==> src/rtl/conv2d_sequencer.sv <==
// conv2d_sequencer: walks every KER_K x KER_K window of an IMG_N x IMG_N image, streams
// pixel/weight pairs to an external FP MAC core and returns one accumulated sum per window.
module conv2d_sequencer #(
  parameter int IMG_N = 3,
  parameter int KER_K = 2,
  localparam int M    = IMG_N - KER_K + 1,
  localparam int IA_W = (IMG_N * IMG_N > 1) ? $clog2(IMG_N * IMG_N) : 1,
  localparam int KA_W = (KER_K * KER_K > 1) ? $clog2(KER_K * KER_K) : 1,
  localparam int RI_W = (M * M > 1) ? $clog2(M * M) : 1
) (
  input  logic            clk,
  input  logic            rst,
  input  logic            start,
  output logic            busy,
  output logic            done,
  output logic            img_rd_en,
  output logic [IA_W-1:0] img_addr,
  input  logic [31:0]     img_rdata,
  output logic            ker_rd_en,
  output logic [KA_W-1:0] ker_addr,
  input  logic [31:0]     ker_rdata,
  output logic [31:0]     mac_a,
  output logic [31:0]     mac_b,
  output logic            mac_valid,
  output logic            mac_first,
  output logic            mac_last,
  input  logic            acc_valid,
  input  logic [31:0]     acc_data,
  output logic            res_valid,
  output logic [31:0]     res_data,
  output logic [RI_W-1:0] res_index,
  input  logic            res_ready
);

  localparam int CW = $clog2(IMG_N + 1);
  localparam logic [CW-1:0] ONE    = CW'(1);
  localparam logic [CW-1:0] K_LAST = CW'(KER_K - 1);
  localparam logic [CW-1:0] M_LAST = CW'(M - 1);
  localparam logic [31:0]   N32    = 32'(IMG_N);
  localparam logic [31:0]   K32    = 32'(KER_K);
  localparam logic [31:0]   M32    = 32'(M);

  typedef enum logic [2:0] {IDLE, RUN, WAIT_ACC, OUT, FIN} state_e;

  state_e        state_q, state_d;
  logic [CW-1:0] wr_q, wr_d, wc_q, wc_d;
  logic [CW-1:0] ti_q, ti_d, tj_q, tj_d;
  logic          rd_q, rd_d;
  logic          first_q, first_d;
  logic          last_q, last_d;
  logic [31:0]   res_data_q, res_data_d;

  always_ff @(posedge clk) begin
    if (rst) begin
      state_q    <= IDLE;
      wr_q       <= '0;
      wc_q       <= '0;
      ti_q       <= '0;
      tj_q       <= '0;
      rd_q       <= 1'b0;
      first_q    <= 1'b0;
      last_q     <= 1'b0;
      res_data_q <= '0;
    end else begin
      state_q    <= state_d;
      wr_q       <= wr_d;
      wc_q       <= wc_d;
      ti_q       <= ti_d;
      tj_q       <= tj_d;
      rd_q       <= rd_d;
      first_q    <= first_d;
      last_q     <= last_d;
      res_data_q <= res_data_d;
    end
  end

  // rd/first/last are delayed one cycle so they line up with the memories' read data.
  always_comb begin
    state_d    = state_q;
    wr_d       = wr_q;
    wc_d       = wc_q;
    ti_d       = ti_q;
    tj_d       = tj_q;
    rd_d       = 1'b0;
    first_d    = 1'b0;
    last_d     = 1'b0;
    res_data_d = res_data_q;
    unique case (state_q)
      IDLE: begin
        if (start) begin
          wr_d    = '0;
          wc_d    = '0;
          ti_d    = '0;
          tj_d    = '0;
          state_d = RUN;
        end
      end
      RUN: begin
        rd_d    = 1'b1;
        first_d = (ti_q == '0) && (tj_q == '0);
        last_d  = (ti_q == K_LAST) && (tj_q == K_LAST);
        if (tj_q == K_LAST) begin
          tj_d = '0;
          if (ti_q == K_LAST) begin
            ti_d    = '0;
            state_d = WAIT_ACC;
          end else begin
            ti_d = ti_q + ONE;
          end
        end else begin
          tj_d = tj_q + ONE;
        end
      end
      WAIT_ACC: begin
        if (acc_valid) begin
          res_data_d = acc_data;
          state_d    = OUT;
        end
      end
      OUT: begin
        if (res_ready) begin
          if ((wr_q == M_LAST) && (wc_q == M_LAST)) begin
            state_d = FIN;
          end else begin
            ti_d    = '0;
            tj_d    = '0;
            state_d = RUN;
            if (wc_q == M_LAST) begin
              wc_d = '0;
              wr_d = wr_q + ONE;
            end else begin
              wc_d = wc_q + ONE;
            end
          end
        end
      end
      FIN:     state_d = IDLE;
      default: state_d = IDLE;
    endcase
  end

  // Addresses come purely from the registered counters and read as zero outside their state.
  always_comb begin
    busy      = (state_q != IDLE);
    done      = (state_q == FIN);
    img_rd_en = (state_q == RUN);
    ker_rd_en = (state_q == RUN);
    img_addr  = '0;
    ker_addr  = '0;
    res_valid = (state_q == OUT);
    res_index = '0;
    if (state_q == RUN) begin
      img_addr = IA_W'((32'(wr_q) + 32'(ti_q)) * N32 + 32'(wc_q) + 32'(tj_q));
      ker_addr = KA_W'(32'(ti_q) * K32 + 32'(tj_q));
    end
    if (state_q == OUT) begin
      res_index = RI_W'(32'(wr_q) * M32 + 32'(wc_q));
    end
  end

  assign mac_a     = img_rdata;
  assign mac_b     = ker_rdata;
  assign mac_valid = rd_q;
  assign mac_first = first_q;
  assign mac_last  = last_q;
  assign res_data  = res_data_q;

endmodule

==> config.mk <==
export PLATFORM = sky130hd
export DESIGN_NAME = conv2d_sequencer
export DESIGN_NICKNAME = d
export VERILOG_FILES = /design/src/rtl/conv2d_sequencer.sv
export SDC_FILE = /design/constraint.sdc
export NUM_CORES = 1
export LEC_CHECK = 0
export ABC_AREA = 1
export CELL_PAD_IN_SITES_DETAIL_PLACEMENT = 1
export CELL_PAD_IN_SITES_GLOBAL_PLACEMENT = 1
export CORE_MARGIN = 2
export CORE_UTILIZATION = 23
export DETAILED_ROUTE_END_ITERATION = 6
export MAX_ROUTING_LAYER = met4
export PLACE_DENSITY = 0.87
export SLEW_MARGIN = 30
export SYNTH_ARGS = -nofsm -noshare
export SYNTH_HDL_FRONTEND = slang
export SYNTH_SLANG_ARGS = --single-unit
==> constraint.sdc <==
create_clock -name clk -period 5.35 [get_ports clk]
set_clock_uncertainty 0.05 [all_clocks]
set_input_delay 1.07 -clock clk [delete_from_list [all_inputs] [get_ports clk]]
set_output_delay 1.07 -clock clk [all_outputs]
set_load 0.05 [all_outputs]
# Word level (Yosys, flattened, before mapping)
# Index checks and enable logic that the tools add are counted.
[classes]
n_addsub = 9
n_mul = 1
n_div = 0
n_lt_le_gt_ge = 0
n_eq_ne = 15
shift = 0
mux = 27
n_bitwise = 1
reduce_logical = 16
[op_table]
columns = ["op", "count"]
rows = [
  ["2-to-1 mux 2 bit", 14],
  ["2-to-1 mux 3 bit", 6],
  ["AND reduction 5 bit", 3],
  ["case mux 2 bit (3 select lines)", 2],
  ["case mux 3 bit (4 select lines)", 1],
  ["adder 2 x 1 -> 2 bit, second input constant", 4],
  ["adder 4 x 2 -> 4 bit", 2],
  ["equality test 2 x 1 -> 1 bit, second input constant", 4],
  ["!= test 2 x 1 -> 1 bit, second input constant", 4],
  ["case mux 2 bit (2 select lines)", 2],
  ["AND reduction 4 bit", 2],
  ["equality test 3 x 2 -> 1 bit, second input constant", 2],
  ["!= test 2 bit, second input constant", 3],
  ["nonzero test 3 bit", 2],
  ["adder 2 bit", 2],
  ["logical NOT 2 bit", 2],
  ["multiplier 3 x 2 -> 4 bit, second input constant", 1],
  ["2-to-1 mux 4 bit", 1],
  ["adder 2 x 2 -> 3 bit", 1],
  ["equality test 3 x 1 -> 1 bit, second input constant", 1],
  ["equality test 3 bit, second input constant", 1],
  ["logical AND 1 bit", 3],
  ["logical NOT 3 bit", 1],
  ["AND reduction 2 bit", 1],
  ["other kinds (4)", 4],
]
[word_totals]
reg_bits = 46
latchBits = 0
ramBits = 0
rom_bits = 0
in_bits = 101
out_inout_bits = 112
word_cells = 78
n_memories = 0

# Depth between registers and ports, before layout
[depth]
ltp_word = 5
ltp_mapped = 11
depth_no_buf = 11

# Least setup slack after synthesis
# OpenSTA, ideal clock, no wires.
[synth_path]
kind = "reg-to-output"
start = "register wr_q[0]"
end = "output img_addr[2]"
arrival_ns = 3.390
required_time_ns = 4.230
slack_ns = 0.840
stages_incl_launch_ff = 11
n_path_buf = 0
path_cell_list = "dfxtp_1 > ha_1 > inv_1 > fa_1 > fa_1 > fa_1 > inv_1 > ha_1 > inv_1 > fa_1 > nor2_1"
[synth_via]
elab_chain_cells = 5
[synth_rtl]
columns = ["element", "line_no", "rtl"]
rows = [
  ["from (decl)", "46", "logic [CW-1:0] wr_q, wr_d, wc_q, wc_d;"],
  ["from (signal assigned)", "66", "wr_q <= wr_d;"],
  ["adder 2 x 2 -> 3 bit", "153", "img_addr = IA_W'((32'(wr_q) + 32'(ti_q)) * N32 + 32'(wc_q) + 32'(tj_q));"],
  ["multiplier 3 x 2 -> 4 bit", "153", ""],
  ["adder 4 x 2 -> 4 bit (2 in series)", "153", ""],
  ["2-to-1 mux 4 bit", "152", "if (state_q == RUN) begin"],
  ["to (decl)", "17", "output logic [IA_W-1:0] img_addr,"],
]
# Every way passes these cells.

# Worst setup path after layout
[layout_path]
start = "register wr_q[0]"
end = "output img_addr[3]"
# Same word-level chain as after synthesis.

==> run summary <==
status - completed
Lkg Pwr - 1.268 nW
syn_nets - 462
clk_lat worst skew - 0.28 ns
Buffers on Ports - 84
sequential-to-total area share from yosys stat - 0.3549
Routed wire per std cell - 12.97 um
Overflow after GRT - 0
Filler Cell Count - 1,328
Cell variety after synth - 26
Final ANT Viol Nets - 0
commonest non-fill, non-tap cell in the layout - nor2_1
sinks on the clock net - 46
DRC viols - 0
Post-CTS Setup Inserts - 0
Die ar. - 12,150 um^2
Starting Density - 0.2373
Avg Inst Size Synth - 7.414 um^2
Worst Path Class, Setup - reg -> out
CP required - 4.23 ns
Worst Tran Pin Value - 0.7107 ns
DR vias - 2,155
CP endpoint kind - primary output
placed insts - 499
final hold slack - 0.4128 ns
DRT Wirelength - 6576 um
layout cell share with drive strength beyond 1 - 0.06267
H-Tree Depth - 2
DP HPWL - 5149 um
Syn Std Cell Area - 2595 um^2
startpoint types - register
root buf cell - clkbuf_16
DRT iter0 DRCs - 69
final hold vios - 0
synthesis-to-layout area growth - 24.78%
worst vdd ir - 0.2600 mV
Synth area leader - dfxtp_1
clock slew at reported path FFs - 0.07 ns
worst min path class - reg -> reg
chip height - 110.2 um
max-capacitance violation count - 0
RePlAce Congestion - 0.8504
Final Non-Filler Cells - 507
RSZ-0062 raised after global routing - false
final setup violation count - 0
vias in the first global route - 2,198
number of buffers created by CTS - 5
fin. max-slew vios - 0
Rows - 38
crit-path max FO - 6
Resized cells post-CTS - 0
Syn Inst Count - 350
gr usage total - 0.1074
top cell type's share of synthesized area - 0.3549
Max Freq - 195.3 MHz
routed vias/inst - 4.250
cts hold-fix bufs - 0
initial antenna violation count - 0
pin count of the biggest net entering global routing - 39
reg2reg start - state_q[1]$_SDFFE_PP0P_
most frequent cells in the layout - 89 x nor2_1, 83 x clkdlybuf4s50_1, 46 x dfxtp_1, 33 x o21ai_1, 28 x inv_1
first-pass GRT wire length - 10,090 um
clk buf depth - 2
crit share post-route - 0.9571
number of diodes - 0
PD cells - 489.4 nW/um^2
Relative slew margins - 0.5262
TritonCTS clock tree - built
post-synthesis register bit count - 46
num ports - 213
Ys Warns - 0
Min-Delay Startpoint - ti_q[1]$_SDFFE_PP0P_
Core Area - 10,940 um^2
Setup TNS - 0 ns
Die Wd - 110.2 um
ranking of synthesized cells by area - dfxtp_1 35%, buf_4 20%, nor2_1 13%, o21ai_1 6.4%, inv_1 4.1%
Final Net Count - 478
worst setup path start - wr_q[0]$_SDFFE_PP0P_
post-layout min period - 5.121 ns
TritonRoute pass-1 iters - 4
WP data arrival - 4.00 ns
[final timing paths]
path,end,slack [ns],depth (start not counted)
max,img_addr[3],0.23,11
min reg2reg,mac_first$_SDFF_PP0_,0.41,1
max reg2reg,res_data[29]$_SDFFE_PP0P_,3.08,6
min,mac_first$_SDFF_PP0_,0.41,1
[cell type report]
class / instances / area (um^2) / area share
tap: 140 / 175.2 / 0.05410
multi-input combinational: 196 / 998.5 / 0.3083
timing repair buffer: 85 / 850.8 / 0.2628
clock inverter: 3 / 45.04 / 0.01391
sequential: 46 / 920.9 / 0.2844
inverter: 32 / 122.6 / 0.03787
clock buffer: 5 / 125.1 / 0.03864
[per-layer routing]
metal,up-vias,global-route usage,part of all wire
met5,-,-,0
li1,1052,-,-
met2,87,0.1889,0.49
met4,0,0.03214,0.012
met1,1008,0.1220,0.42
met3,8,0.02352,0.075
[Yosys cell counts]
| master | n |
|---|---|
| a21oi_1 | 10 |
| buf_1 | 1 |
| buf_2 | 4 |
| buf_4 | 68 |
| buf_6 | 1 |
| clkbuf_1 | 2 |
| dfxtp_1 | 46 |
| fa_1 | 4 |
| ha_1 | 7 |
| inv_1 | 28 |
| inv_2 | 3 |
| inv_4 | 1 |
| nand2_1 | 25 |
| nand2_2 | 2 |
| nand3_1 | 7 |
| nand3_2 | 3 |
| nand4_1 | 1 |
| nor2_1 | 89 |
| nor2_2 | 2 |
| nor2_4 | 3 |
| nor3_1 | 1 |
| nor3b_1 | 1 |
| nor4_1 | 1 |
| o21ai_0 | 6 |
| o21ai_1 | 33 |
| xnor2_1 | 1 |
[report_power, final]
| group | internal [mW] | switching (mW) |
|---|---|---|
| Sequential | 0.407 | 0.0518 |
| Clock | 0.220 | 0.132 |
| Combinational | 0.265 | 0.510 |
| Total | 0.892 | 0.693 |
[through the flow]
| step | worst slack, ns | instance area, um^2 | util | power [mW] |
|---|---|---|---|---|
| detailed placement | 0.4588 | 3065 | 0.2803 | 1.251 |
| finish | 0.2294 | 3238 | 0.2961 | 1.585 |
| floorplan | 0.8397 | 2595 | - | 1.140 |
| global placement | 0.5041 | 3065 | 0.2803 | 1.219 |
| global route | 0.02953 | 3238 | 0.2961 | 1.700 |
| CTS | 0.1058 | 3236 | 0.2959 | 1.619 |
[flip-flops by register name, summed over array words and instances, names as in the netlist]
name and cells:
mac_first 1, mac_last 1, mac_valid 1, res_data 32, state_q 3, ti_q 2
tj_q 2, wc_q 2, wr_q 2
[worst max-delay path: stages, from the launching register on]
cell and delay (ns):
dfxtp_1 0.44, ha_1 0.19, inv_1 0.05, fa_1 0.49, fa_1 0.56, fa_1 0.42
inv_1 0.07, ha_1 0.13, inv_1 0.05, fa_1 0.37, a21oi_1 0.13, clkdlybuf4s50_1 0.82
[cells by family after synthesis]
| kind of cell | count (synthesis) | synth area share |
|---|---|---|
| and+or+nand+nor | 135 | 0.2223 |
| buffers and inverters | 108 | 0.2604 |
| AOI/OAI and AO/OA | 49 | 0.09451 |
| DFF | 46 | 0.3549 |
| adders and majority gates | 11 | 0.06461 |
| xor gates and xnor gates | 1 | 0.003376 |
No activity file was read; power rests on OpenSTA's default activity.
